## src/rtl/alu_op_sequencer.sv

```systemverilog
// Steps one operand pair through ALU opcodes 0..OP_LAST and captures each {carry,y} into an 8-entry buffer.
// Optional result checker enabled by defining ALU_SEQ_CHECK_EN; err_count/err_flag read 0 without it.
module alu_op_sequencer #(
    parameter int SETTLE_CYCLES = 1,
    parameter int OP_LAST       = 6
) (
    input  logic       clk,
    input  logic       rst,
    input  logic       start,
    input  logic [3:0] a_in,
    input  logic [3:0] b_in,
    output logic       busy,
    output logic       done,
    output logic [3:0] alu_a,
    output logic [3:0] alu_b,
    output logic [2:0] alu_opcode,
    input  logic [3:0] alu_y,
    input  logic       alu_carry,
    input  logic [2:0] rd_idx,
    output logic [3:0] rd_y,
    output logic       rd_carry,
    output logic [3:0] err_count,
    output logic       err_flag
);

    localparam int CW = (SETTLE_CYCLES > 1) ? $clog2(SETTLE_CYCLES) : 1;

    typedef enum logic [1:0] {IDLE, DRIVE, CAPTURE, DONE} state_t;

    state_t          state_q;
    logic [3:0]      aluA_q;
    logic [3:0]      aluB_q;
    logic [2:0]      opcode_q;
    logic [CW-1:0]   settleCnt_q;
    logic            busy_q;
    logic            done_q;
    logic [7:0][3:0] resY_q;
    logic [7:0]      resC_q;

`ifdef ALU_SEQ_CHECK_EN
    logic [3:0] errCount_q;
    logic [3:0] errCount_d;
    logic       errFlag_q;
    logic       errFlag_d;
    logic [4:0] expected;

    // Reference {carry,y} for the current opcode, from the latched operands.
    always_comb begin
        expected = 5'd0;
        case (opcode_q)
            3'd0:    expected = {1'b0, aluA_q} + {1'b0, aluB_q};
            3'd1:    expected = {1'b0, aluA_q} - {1'b0, aluB_q};
            3'd2:    expected = {1'b0, aluA_q & aluB_q};
            3'd3:    expected = {1'b0, aluA_q | aluB_q};
            3'd4:    expected = {1'b0, aluA_q ^ aluB_q};
            3'd5:    expected = {aluA_q[3], aluA_q[2:0], 1'b0};
            3'd6:    expected = {aluA_q[0], 1'b0, aluA_q[3:1]};
            default: expected = 5'd0;
        endcase
    end

    always_comb begin
        errCount_d = errCount_q;
        errFlag_d  = errFlag_q;
        if (state_q == IDLE && start && !done_q) begin
            errCount_d = 4'd0;
            errFlag_d  = 1'b0;
        end else if (state_q == CAPTURE && expected != {alu_carry, alu_y}) begin
            errFlag_d = 1'b1;
            if (errCount_q != 4'hF) begin
                errCount_d = errCount_q + 4'd1;
            end
        end
    end

    always_ff @(posedge clk or posedge rst) begin
        if (rst) begin
            errCount_q <= 4'd0;
            errFlag_q  <= 1'b0;
        end else begin
            errCount_q <= errCount_d;
            errFlag_q  <= errFlag_d;
        end
    end

    assign err_count = errCount_q;
    assign err_flag  = errFlag_q;
`else
    assign err_count = 4'd0;
    assign err_flag  = 1'b0;
`endif

    // done_q is still high in the first IDLE cycle after a run, which blocks a start held through it.
    always_ff @(posedge clk or posedge rst) begin
        if (rst) begin
            state_q     <= IDLE;
            aluA_q      <= 4'd0;
            aluB_q      <= 4'd0;
            opcode_q    <= 3'd0;
            settleCnt_q <= '0;
            busy_q      <= 1'b0;
            done_q      <= 1'b0;
            resY_q      <= '0;
            resC_q      <= '0;
        end else begin
            done_q <= 1'b0;
            case (state_q)
                IDLE: begin
                    if (start && !done_q) begin
                        aluA_q      <= a_in;
                        aluB_q      <= b_in;
                        opcode_q    <= 3'd0;
                        settleCnt_q <= '0;
                        resY_q      <= '0;
                        resC_q      <= '0;
                        busy_q      <= 1'b1;
                        state_q     <= DRIVE;
                    end
                end
                DRIVE: begin
                    if (settleCnt_q == CW'(SETTLE_CYCLES - 1)) begin
                        state_q <= CAPTURE;
                    end else begin
                        settleCnt_q <= settleCnt_q + CW'(1);
                    end
                end
                CAPTURE: begin
                    resY_q[opcode_q] <= alu_y;
                    resC_q[opcode_q] <= alu_carry;
                    if (opcode_q == 3'(OP_LAST)) begin
                        state_q <= DONE;
                    end else begin
                        opcode_q    <= opcode_q + 3'd1;
                        settleCnt_q <= '0;
                        state_q     <= DRIVE;
                    end
                end
                DONE: begin
                    done_q  <= 1'b1;
                    busy_q  <= 1'b0;
                    state_q <= IDLE;
                end
                default: state_q <= IDLE;
            endcase
        end
    end

    assign busy       = busy_q;
    assign done       = done_q;
    assign alu_a      = aluA_q;
    assign alu_b      = aluB_q;
    assign alu_opcode = opcode_q;
    assign rd_y       = resY_q[rd_idx];
    assign rd_carry   = resC_q[rd_idx];

endmodule

```

## config.mk

```make
export PLATFORM = sky130hd
export DESIGN_NAME = alu_op_sequencer
export DESIGN_NICKNAME = d
export VERILOG_FILES = /design/src/rtl/alu_op_sequencer.sv
export SDC_FILE = /design/constraint.sdc
export NUM_CORES = 1
export LEC_CHECK = 0
export CAP_MARGIN = 20
export CORE_MARGIN = 2
export CORE_UTILIZATION = 40
export DETAILED_ROUTE_END_ITERATION = 7
export PLACE_DENSITY = 0.73
export SYNTH_ARGS = -nofsm -noshare
export SYNTH_HDL_FRONTEND = slang
export SYNTH_SLANG_ARGS = --single-unit
```

## constraint.sdc

```tcl
create_clock -name clk -period 3.34 [get_ports clk]
set_input_delay 0.668 -clock clk [delete_from_list [all_inputs] [get_ports clk]]
set_output_delay 0.668 -clock clk [all_outputs]
set_load 0.005 [all_outputs]
```

==> reports/results.txt, run 1 <==
clock-pin transition on the worst setup and hold timing paths: 90 ps
violations in the final reports: design-rule violations
RSZ-0062 raised after global routing: false
combinational group share of total power: 32.7%
Resized Gates After CTS: 0
number of buffers inserted during clock tree synthesis: 5
total power: 2.06 mW
worst relative slew slack: 50.4%
Slowest-stage cell, CP: sky130_fd_sc_hd__clkdlybuf4s50_1
routed vias: 1698
PortBufs: 36
maximum clock path buffer count: 2
weighted congestion at the end of routability-driven global placement: 0.720
count of pins over their slew limit: 0
number of rows in the core area: 29
area enclosed by the die boundary: 7370 sq um
wire length of the first global-routing pass: 8.90 mm
max incr delay on CP: 530 ps
Netlist Area Pre-Place: 2680 sq um
synthesized flop and latch total: 55
data required time at the worst endpoint: 2670 ps
number of nets with antenna violations after routing: 0
leak pwr: 1.55 nW
commonest cells after routing, fill and taps aside: sky130_fd_sc_hd__dfrtp_1, sky130_fd_sc_hd__nand2_1, sky130_fd_sc_hd__mux2i_1
Seq pwr share: 49.2%
largest driver fanout on the critical path: 10
net total in the final layout: 275
critical path capture point type: output pin
Switching Fraction: 30.2%
result of the run: finished, violations left
clock latency of the later-clocked register in the worst-skew pair: 300 ps
type of the tightest min-delay check: flip-flop to flip-flop
Placeable Area: 6420 sq um
mean instance size in the synthesized netlist: 12.2 sq um
WL/cell: 16.1 microns
slew at the pin closest to its max-slew limit: 739 ps
launching element type of the critical path: primary input
layout cells sized above 1: 15.0%
number of buffers inserted by hold repair at cts: 0
number of warnings printed during yosys synthesis: 0
overflow left after global routing: 0
Post-CTS Setup Repair Bufs: 0
Crit Path Class: primary input to output pin
share of async-settable or async-resettable flops after synthesis: 100%
total negative slack: 0 ps
Total Wirelength: 5.33 mm
Synth area leaders: sky130_fd_sc_hd__dfrtp_1, sky130_fd_sc_hd__mux2i_1, sky130_fd_sc_hd__mux4_2
clock skew: 6.96 ps
portion of synthesized cell area occupied by the leading cell type: 51.4%
synthesized netlist cell count: 220
initial core utilization: 41.7%
Synth cell types: 27
H-tree lvl count: 2
die height: 85.8 microns
power density normalized to cell area: 646 nW/um^2
Post-synth EDFFs: 0
number of max-cap violations: 0
CTS tree: yes
critical path arrival: 2590 ps
# diodes: 0
antenna violations before repair: 0
clk sinks: 55
most prevalent standard cell on the critical path: sky130_fd_sc_hd__clkdlybuf4s50_1
Clock Power Share: 18.0%
most frequently used flop master after synthesis: sky130_fd_sc_hd__dfrtp_1
Setup violations, final: 0
CP Cell Sequence: clkdlybuf4s50_1 > buf_12 > mux4_2 > mux2_2 > clkdlybuf4s50_1
commonest non-fill, non-tap cell in the layout: sky130_fd_sc_hd__dfrtp_1
DP Wirelength: 3.73 mm
Global Route Usage Sum: 15.9%
layout filler cell count: 570
root buf cell: sky130_fd_sc_hd__clkbuf_8
post-route DRC violation count: 4
internal power: 1.44 mW
largest area contributor in the netlist: sky130_fd_sc_hd__dfrtp_1
IO Pins: 42
Fmax: 307 MHz
Net Sw Power: 621 uW
vias in the first global route: 1738
Chip Width: 85.8 microns
sequential area share after synthesis: 51.4%
post-layout minimum cycle time: 3260 ps
number of hold violations in the final report: 0
pin count of the biggest net entering global routing: 44
vias per cell: 5.13
DRC violation total after the first TritonRoute iteration: 72
number of iterations in the first detailed-routing pass: 8
final clock period utilization by the worst path: 97.5%
area growth from synthesis to layout: 18.9%
VDD IR max: 478 uV
==> cell type report <==
type | count | area (sq um) | area share [%]
inverter | 9 | 33.8 | 1.06
clock inverter | 1 | 5.00 | 0.157
sequential | 55 | 1380 | 43.2
clock buffer | 6 | 82.6 | 2.59
multi-input combinational | 142 | 1180 | 37.1
timing repair buffer | 41 | 410 | 12.9
tap | 77 | 96.3 | 3.03
==> per-stage QoR <==
stage	setup WS, ps	area (sq um)	cells	hold WS, ps	util (%)
2_1_floorplan	941	2690	224	496	-
3_3_place_gp	114	3100	324	487	48.2
3_5_place_dp	61.0	3100	324	492	48.2
4_1_cts	61.5	3180	331	521	49.6
5_1_grt	7.95	3180	331	542	49.6
6_report	82.2	3180	331	513	49.6
==> metal layers <==
| metal | GRT usage (%) | vias to the layer above | routed length, microns |
|---|---|---|---|
| met5 | 0 | - | 0 |
| met1 | 21.4 | 828 | 2360 |
| li1 | - | 808 | - |
| met3 | 3.37 | 12 | 252 |
| met4 | 5.48 | 0 | 98 |
| met2 | 25.6 | 50 | 2620 |
==> path summary, 6_finish.rpt <==
check                      slack, ps       start         end  cells after the start
min                              510    alu_b[1]    alu_b[1]                      1
min in group asynchronous        660         rst  resY_q[13]                      2
max                               80   rd_idx[0]     rd_y[2]                      5
min reg2reg                      510    alu_b[1]    alu_b[1]                      1
max reg2reg                     1280  state_q[1]  resY_q[29]                      4
max in group asynchronous       2050         rst   resY_q[7]                      3
==> synthesized netlist by cell type (2+ instances only) <==
library cell	instances
sky130_fd_sc_hd__and2_1	2
sky130_fd_sc_hd__buf_2	5
sky130_fd_sc_hd__buf_4	5
sky130_fd_sc_hd__clkbuf_1	7
sky130_fd_sc_hd__dfrtp_1	55
sky130_fd_sc_hd__ha_1	2
sky130_fd_sc_hd__inv_1	9
sky130_fd_sc_hd__mux2_2	7
sky130_fd_sc_hd__mux2_4	6
sky130_fd_sc_hd__mux2i_1	40
sky130_fd_sc_hd__mux4_2	10
sky130_fd_sc_hd__nand2_1	43
sky130_fd_sc_hd__nand2b_1	5
sky130_fd_sc_hd__nor2_1	4
sky130_fd_sc_hd__o211ai_1	3
sky130_fd_sc_hd__o21ai_0	5
sky130_fd_sc_hd__or3_1	2
==> worst max-delay path: cells and delay by family <==
| kind | cells | cell delay, ps |
|---|---|---|
| buffers and inverters | 3 | 1150 |
| muxes | 2 | 780 |
==> power by group through the flow <==
stage	logic [mW]	clock network, mW	registers, mW
finish	0.674	0.372	1.01
global route	0.745	0.404	1.05
CTS	0.685	0.380	1.02
detailed placement	0.683	0	1.02
global placement	0.664	0	1.02
floorplan	0.431	0	0.986
==> state kept, by name, summed over array words and instances (netlist names) <==
signal	flops
resY_q	32
resC_q	8
done	1
busy	1
alu_a	4
alu_opcode	3
alu_b	4
state_q	2
==> cell families after synthesis <==
logic type / after synthesis / share of synthesized area (%)
other: 1 / 0.140
buffers and inverters: 27 / 5.14
AOI/OAI and AO/OA: 9 / 1.96
and+or+nand+nor: 62 / 10.5
muxes: 63 / 29.7
DFF: 55 / 51.4
adders and majority gates: 2 / 0.934
xor gates and xnor gates: 1 / 0.327
Note: power is estimated with default switching activity, not from simulation.
==> inputs of run 2 (changes only) <==
==> constraint.sdc (replaced) <==
create_clock -name clk -period 3.3 [get_ports clk]
set_input_delay 0.495 -clock clk [delete_from_list [all_inputs] [get_ports clk]]
set_output_delay 0.495 -clock clk [all_outputs]
set_load 0.005 [all_outputs]
==> run 2 against run 1 <==
Compared with the run above:
- the flow still finishes with violations (design-rule violations)
- cell area down 0.24%
- non-clock buffer count fell by 1
- worst setup slack better by 280 ps
- hold slack worse by 41 ps
- utilization fell by 0.12 points
- critical path depth unchanged
- die area is the same
- clock power increased by 8.9%
- final cell count stayed put
- clock skew fell by 3.3 ps
- wire length rose by 0.15%
- critical path type unchanged
- largest power group unchanged
==> reports/results.txt, run 2 (synthesis results as in run 1) <==
pin count of the biggest net entering global routing: 41
terminus of the critical flop-to-flop path: resY_q[28]
Storage cell area: 1380 sq um
number of hold violations in the final report: 0
leak pwr: 1.54 nW
CTS tree: yes
total negative slack: 0 ps
Placeable Area: 6420 sq um
data required time at the worst endpoint: 2800 ps
Largest register FFs: 32
layout cells sized above 1: 14.6%
post-route core utilization: 49.5%
last element of the critical path: rd_carry
worst relative slew slack: 53.3%
net total in the final layout: 274
clk sinks: 55
detailed route wirelength on metal2: 2.58 mm
area growth from synthesis to layout: 18.6%
footprint of the multi-input gates: 1180 sq um
number of iterations in the first detailed-routing pass: 8
critical register-to-register path startpoint: state_q[1]
area enclosed by the die boundary: 7370 sq um
clock latency of the later-clocked register in the worst-skew pair: 310 ps
PortBufs: 36
violations in the final reports: design-rule violations
post-route DRC violation count: 4
met3 routed wirelength: 190 microns
R2R cell count: 4
register-to-register path setup slack: 1210 ps
root buf cell: sky130_fd_sc_hd__clkbuf_8
Biggest register: resY_q
Crit Path Class: primary input to output pin
critical path capture point type: output pin
VDD IR max: 412 uV
IO Pins: 42
commonest non-fill, non-tap cell in the layout: sky130_fd_sc_hd__dfrtp_1
DRC violation total after the first TritonRoute iteration: 89
clock-pin transition on the worst setup and hold timing paths: 90 ps
H-tree lvl count: 2
commonest cells after routing, fill and taps aside: sky130_fd_sc_hd__dfrtp_1, sky130_fd_sc_hd__nand2_1, sky130_fd_sc_hd__mux2i_1
number of nets with antenna violations after routing: 0
Total Wirelength: 5.34 mm
slew at the pin closest to its max-slew limit: 697 ps
final clock period utilization by the worst path: 89.1%
# diodes: 0
DP Wirelength: 3.57 mm
clock skew: 3.63 ps
Resized Gates After CTS: 0
power density normalized to cell area: 664 nW/um^2
maximum clock path buffer count: 2
critical path arrival: 2440 ps
die height: 85.8 microns
overflow left after global routing: 0
post-layout minimum cycle time: 2940 ps
RSZ-0062 raised after global routing: false
worst hold slack: 472 ps
Highest Signal Layer: met4
result of the run: finished, violations left
launching element type of the critical path: primary input
met1 routed wirelength after detailed routing: 2.51 mm
weighted congestion at the end of routability-driven global placement: 0.745
initial core utilization: 41.7%
Fmax: 340 MHz
vias in the first global route: 1784
number of max-cap violations: 0
vias per cell: 5.14
type of the tightest min-delay check: primary input to asynchronous set/reset pin
startpoint of the most critical setup path: rd_idx[0]
largest driver fanout on the critical path: 10
count of pins over their slew limit: 0
antenna violations before repair: 0
wire length of the first global-routing pass: 8.89 mm
WL/cell: 16.1 microns
Global Route Usage Sum: 15.6%
number of buffers inserted by hold repair at cts: 0
routed vias: 1700
Chip Width: 85.8 microns
number of buffers inserted during clock tree synthesis: 5
Post-CTS Setup Repair Bufs: 0
number of rows in the core area: 29
layout filler cell count: 579
Setup violations, final: 0
Top Registers: resY_q: 32 flops, resC_q: 8 flops
run 2: changes by cell type in the layout (fill, tap and decap cells not counted), sizes merged:
cell	change
buf	-1
clkbuf	+2
clkinv	-1
run 2: report_power, final:
group          internal (mW)  total [mW]  switching [mW]  leakage [nW]
combinational          0.415       0.680           0.265         0.765
clock                  0.192       0.405           0.212        0.0515
sequential             0.873        1.03           0.153         0.726
total                   1.48        2.11           0.630          1.54
run 2: routing by layer:
metal / track usage (%) / vias to the layer above
met4: 3.90 / 0
met2: 25.6 / 37
met5: 0 / -
li1: - / 806
met3: 3.37 / 8
met1: 21.3 / 849
run 2: per-stage QoR:
step / power (mW) / instance area (sq um) / instances / worst slack [ps]
after floorplan: 1.43 / 2690 / 224 / 1250
after global placement: 1.70 / 3080 / 323 / 371
after detailed placement: 1.72 / 3080 / 323 / 356
after CTS: 2.13 / 3180 / 331 / 354
after global routing: 2.25 / 3180 / 331 / 290
final: 2.11 / 3180 / 331 / 361
run 2: critical path, stage by stage:
cell                              delay (ps)
sky130_fd_sc_hd__clkdlybuf4s50_1         450
sky130_fd_sc_hd__buf_4                   230
sky130_fd_sc_hd__mux4_2                  530
sky130_fd_sc_hd__mux2_2                  280
sky130_fd_sc_hd__clkdlybuf4s50_1         450
run 2: area by class of cell:
class                      instances  area share [%]
sequential                        55            43.3
multi-input combinational        142            37.1
timing repair buffer              40            12.3
clock buffer                       8            3.15
tap                               77            3.03
inverter                           9            1.06
run 2: worst min path at each step:
stage                 endpoint  depth (start not counted)  slack (ps)       from
floorplan            resC_q[5]                          2         500  resC_q[5]
global placement      alu_b[1]                          1         490   alu_b[1]
detailed placement    alu_b[1]                          1         490   alu_b[1]
CTS                 resY_q[11]                          2         480        rst
global route         resC_q[7]                          2         510        rst
finish              resY_q[11]                          2         470        rst
==> inputs of run 3 (changes only) <==
- clock period: 3.3 -> 3.4 ns (I/O delays scaled with it)
==> run 3 against run 2 <==
Compared with the run above:
- the run still ends with design-rule violations left
- combinational power down 3%
- worst setup slack better by 72 ps
- clock power down 18%
- wire length down 4.2%
- total power down 5.9%
- highest routed layer unchanged
==> reports/results.txt, run 3 (synthesis results as in run 1) <==
result of the run: finished, violations left
violations in the final reports: design-rule violations
number of nets with antenna violations after routing: 0
number of buffers inserted during clock tree synthesis: 5
vias in the first global route: 1838
number of standard cells in the layout, taps in and fillers out: 328
Chip Width: 85.8 microns
Total Wirelength: 5.11 mm
number of iterations in the first detailed-routing pass: 8
root buf cell: sky130_fd_sc_hd__clkbuf_8
power density normalized to cell area: 632 nW/um^2
count of pins over their slew limit: 0
cell count after placement: 322
Resized Gates After CTS: 0
Crit Path Class: primary input to output pin
area enclosed by the die boundary: 7370 sq um
initial core utilization: 41.7%
clock skew: 5.60 ps
Clock Power Share: 16.7%
last element of the critical path: rd_carry
total negative slack: 0 ps
combinational group share of total power: 33.3%
overflow left after global routing: 0
post-route DRC violation count: 4
largest driver fanout on the critical path: 10
RSZ-0062 raised after global routing: false
# diodes: 0
Seq pwr share: 50.0%
pin count of the biggest net entering global routing: 41
Top Registers: resY_q: 32 flops, resC_q: 8 flops
internal power: 1.39 mW
Placeable Area: 6420 sq um
VDD IR max: 379 uV
routed vias: 1676
setup slack of the critical path after layout: 433 ps
die height: 85.8 microns
Slowest-stage cell, CP: sky130_fd_sc_hd__mux4_2
most prevalent standard cell on the critical path: sky130_fd_sc_hd__clkdlybuf4s50_1
net total in the final layout: 273
layout filler cell count: 588
clock-pin transition on the worst setup and hold timing paths: 90 ps
wire length of the first global-routing pass: 8.78 mm
Setup violations, final: 0
Biggest register: resY_q
Largest register FFs: 32
critical path arrival: 2460 ps
commonest non-fill, non-tap cell in the layout: sky130_fd_sc_hd__dfrtp_1
type of the tightest min-delay check: primary input to asynchronous set/reset pin
footprint of the multi-input gates: 1180 sq um
number of max-cap violations: 0
critical path's top delay family: buffers and inverters
slew at the pin closest to its max-slew limit: 697 ps
terminus of the critical flop-to-flop path: resY_q[13]
data required time at the worst endpoint: 2890 ps
CP Depth: 5
WL/cell: 15.6 microns
leak pwr: 1.52 nW
vias per cell: 5.11
CTS tree: yes
layout cells sized above 1: 13.5%
launching element type of the critical path: primary input
clk sinks: 55
register-to-register path setup slack: 1300 ps
max incr delay on CP: 530 ps
startpoint of the most critical setup path: rd_idx[0]
IO Pins: 42
DP Wirelength: 3.45 mm
critical path capture point type: output pin
CP Cell Sequence: clkdlybuf4s50_1 > buf_4 > mux4_2 > mux2_2 > clkdlybuf4s50_1
weighted congestion at the end of routability-driven global placement: 0.760
number of buffers inserted by hold repair at cts: 0
Global Route Usage Sum: 15.2%
post-layout minimum cycle time: 2970 ps
WP buf/inv: 3
commonest cells after routing, fill and taps aside: sky130_fd_sc_hd__dfrtp_1, sky130_fd_sc_hd__nand2_1, sky130_fd_sc_hd__mux2i_1
worst relative slew slack: 53.4%
Post-CTS Setup Repair Bufs: 0
number of hold violations in the final report: 0
area growth from synthesis to layout: 17.3%
Switching Fraction: 30.1%
R2R cell count: 4
PortBufs: 36
final clock period utilization by the worst path: 87.3%
Net Sw Power: 597 uW
DRC violation total after the first TritonRoute iteration: 89
Worst Setup Slack post-DPL: 424 ps
Fmax: 337 MHz
maximum clock path buffer count: 2
critical register-to-register path startpoint: state_q[1]
number of rows in the core area: 29
total power: 1.98 mW
Storage cell area: 1380 sq um
clock latency of the later-clocked register in the worst-skew pair: 300 ps
antenna violations before repair: 0
H-tree lvl count: 2
[run 3: cell types whose count changed in the layout (fill, tap and decap cells not counted)]
| cell | delta |
|---|---|
| sky130_fd_sc_hd__clkbuf_8 | -2 |
| sky130_fd_sc_hd__buf_4 | -1 |
[run 3: power groups by stage]
| stage | clock [mW] | combinational (mW) | sequential (mW) |
|---|---|---|---|
| CTS | 0.346 | 0.671 | 0.993 |
| global placement | 0 | 0.649 | 1.00 |
| floorplan | 0 | 0.424 | 0.968 |
| finish | 0.331 | 0.661 | 0.992 |
| detailed placement | 0 | 0.670 | 1.00 |
| global route | 0.373 | 0.731 | 1.02 |
[run 3: layer usage]
layer / GRT usage (%) / up-vias / share of wire [%]
met3: 3.18 / 6 / 3.5
li1: - / 805 / -
met1: 20.6 / 829 / 47
met4: 3.46 / 0 / 0.98
met5: 0 / - / 0
met2: 25.3 / 36 / 49
[run 3: metrics by stage]
step / instance area [sq um] / hold slack [ps] / util, %
finish: 3140 / 517 / 48.9
global route: 3140 / 539 / 48.9
CTS: 3140 / 524 / 48.9
detailed placement: 3070 / 496 / 47.8
global placement: 3070 / 487 / 47.8
floorplan: 2690 / 496 / -
[run 3: worst min path at each step]
stage,cells after the start,to,startpoint,slack [ps]
global route,1,alu_a[1],alu_a[1],540
finish,2,alu_opcode[1],rst,520
floorplan,2,resC_q[5],resC_q[5],500
global placement,1,alu_b[1],alu_b[1],490
CTS,1,alu_a[1],alu_a[1],520
detailed placement,1,alu_a[3],alu_a[3],500
[run 3: layout make-up]
type / count / area share, %
clock buffer: 6 / 2.31
inverter: 9 / 1.08
multi-input combinational: 142 / 37.6
sequential: 55 / 43.8
tap: 77 / 3.07
timing repair buffer: 39 / 12.2
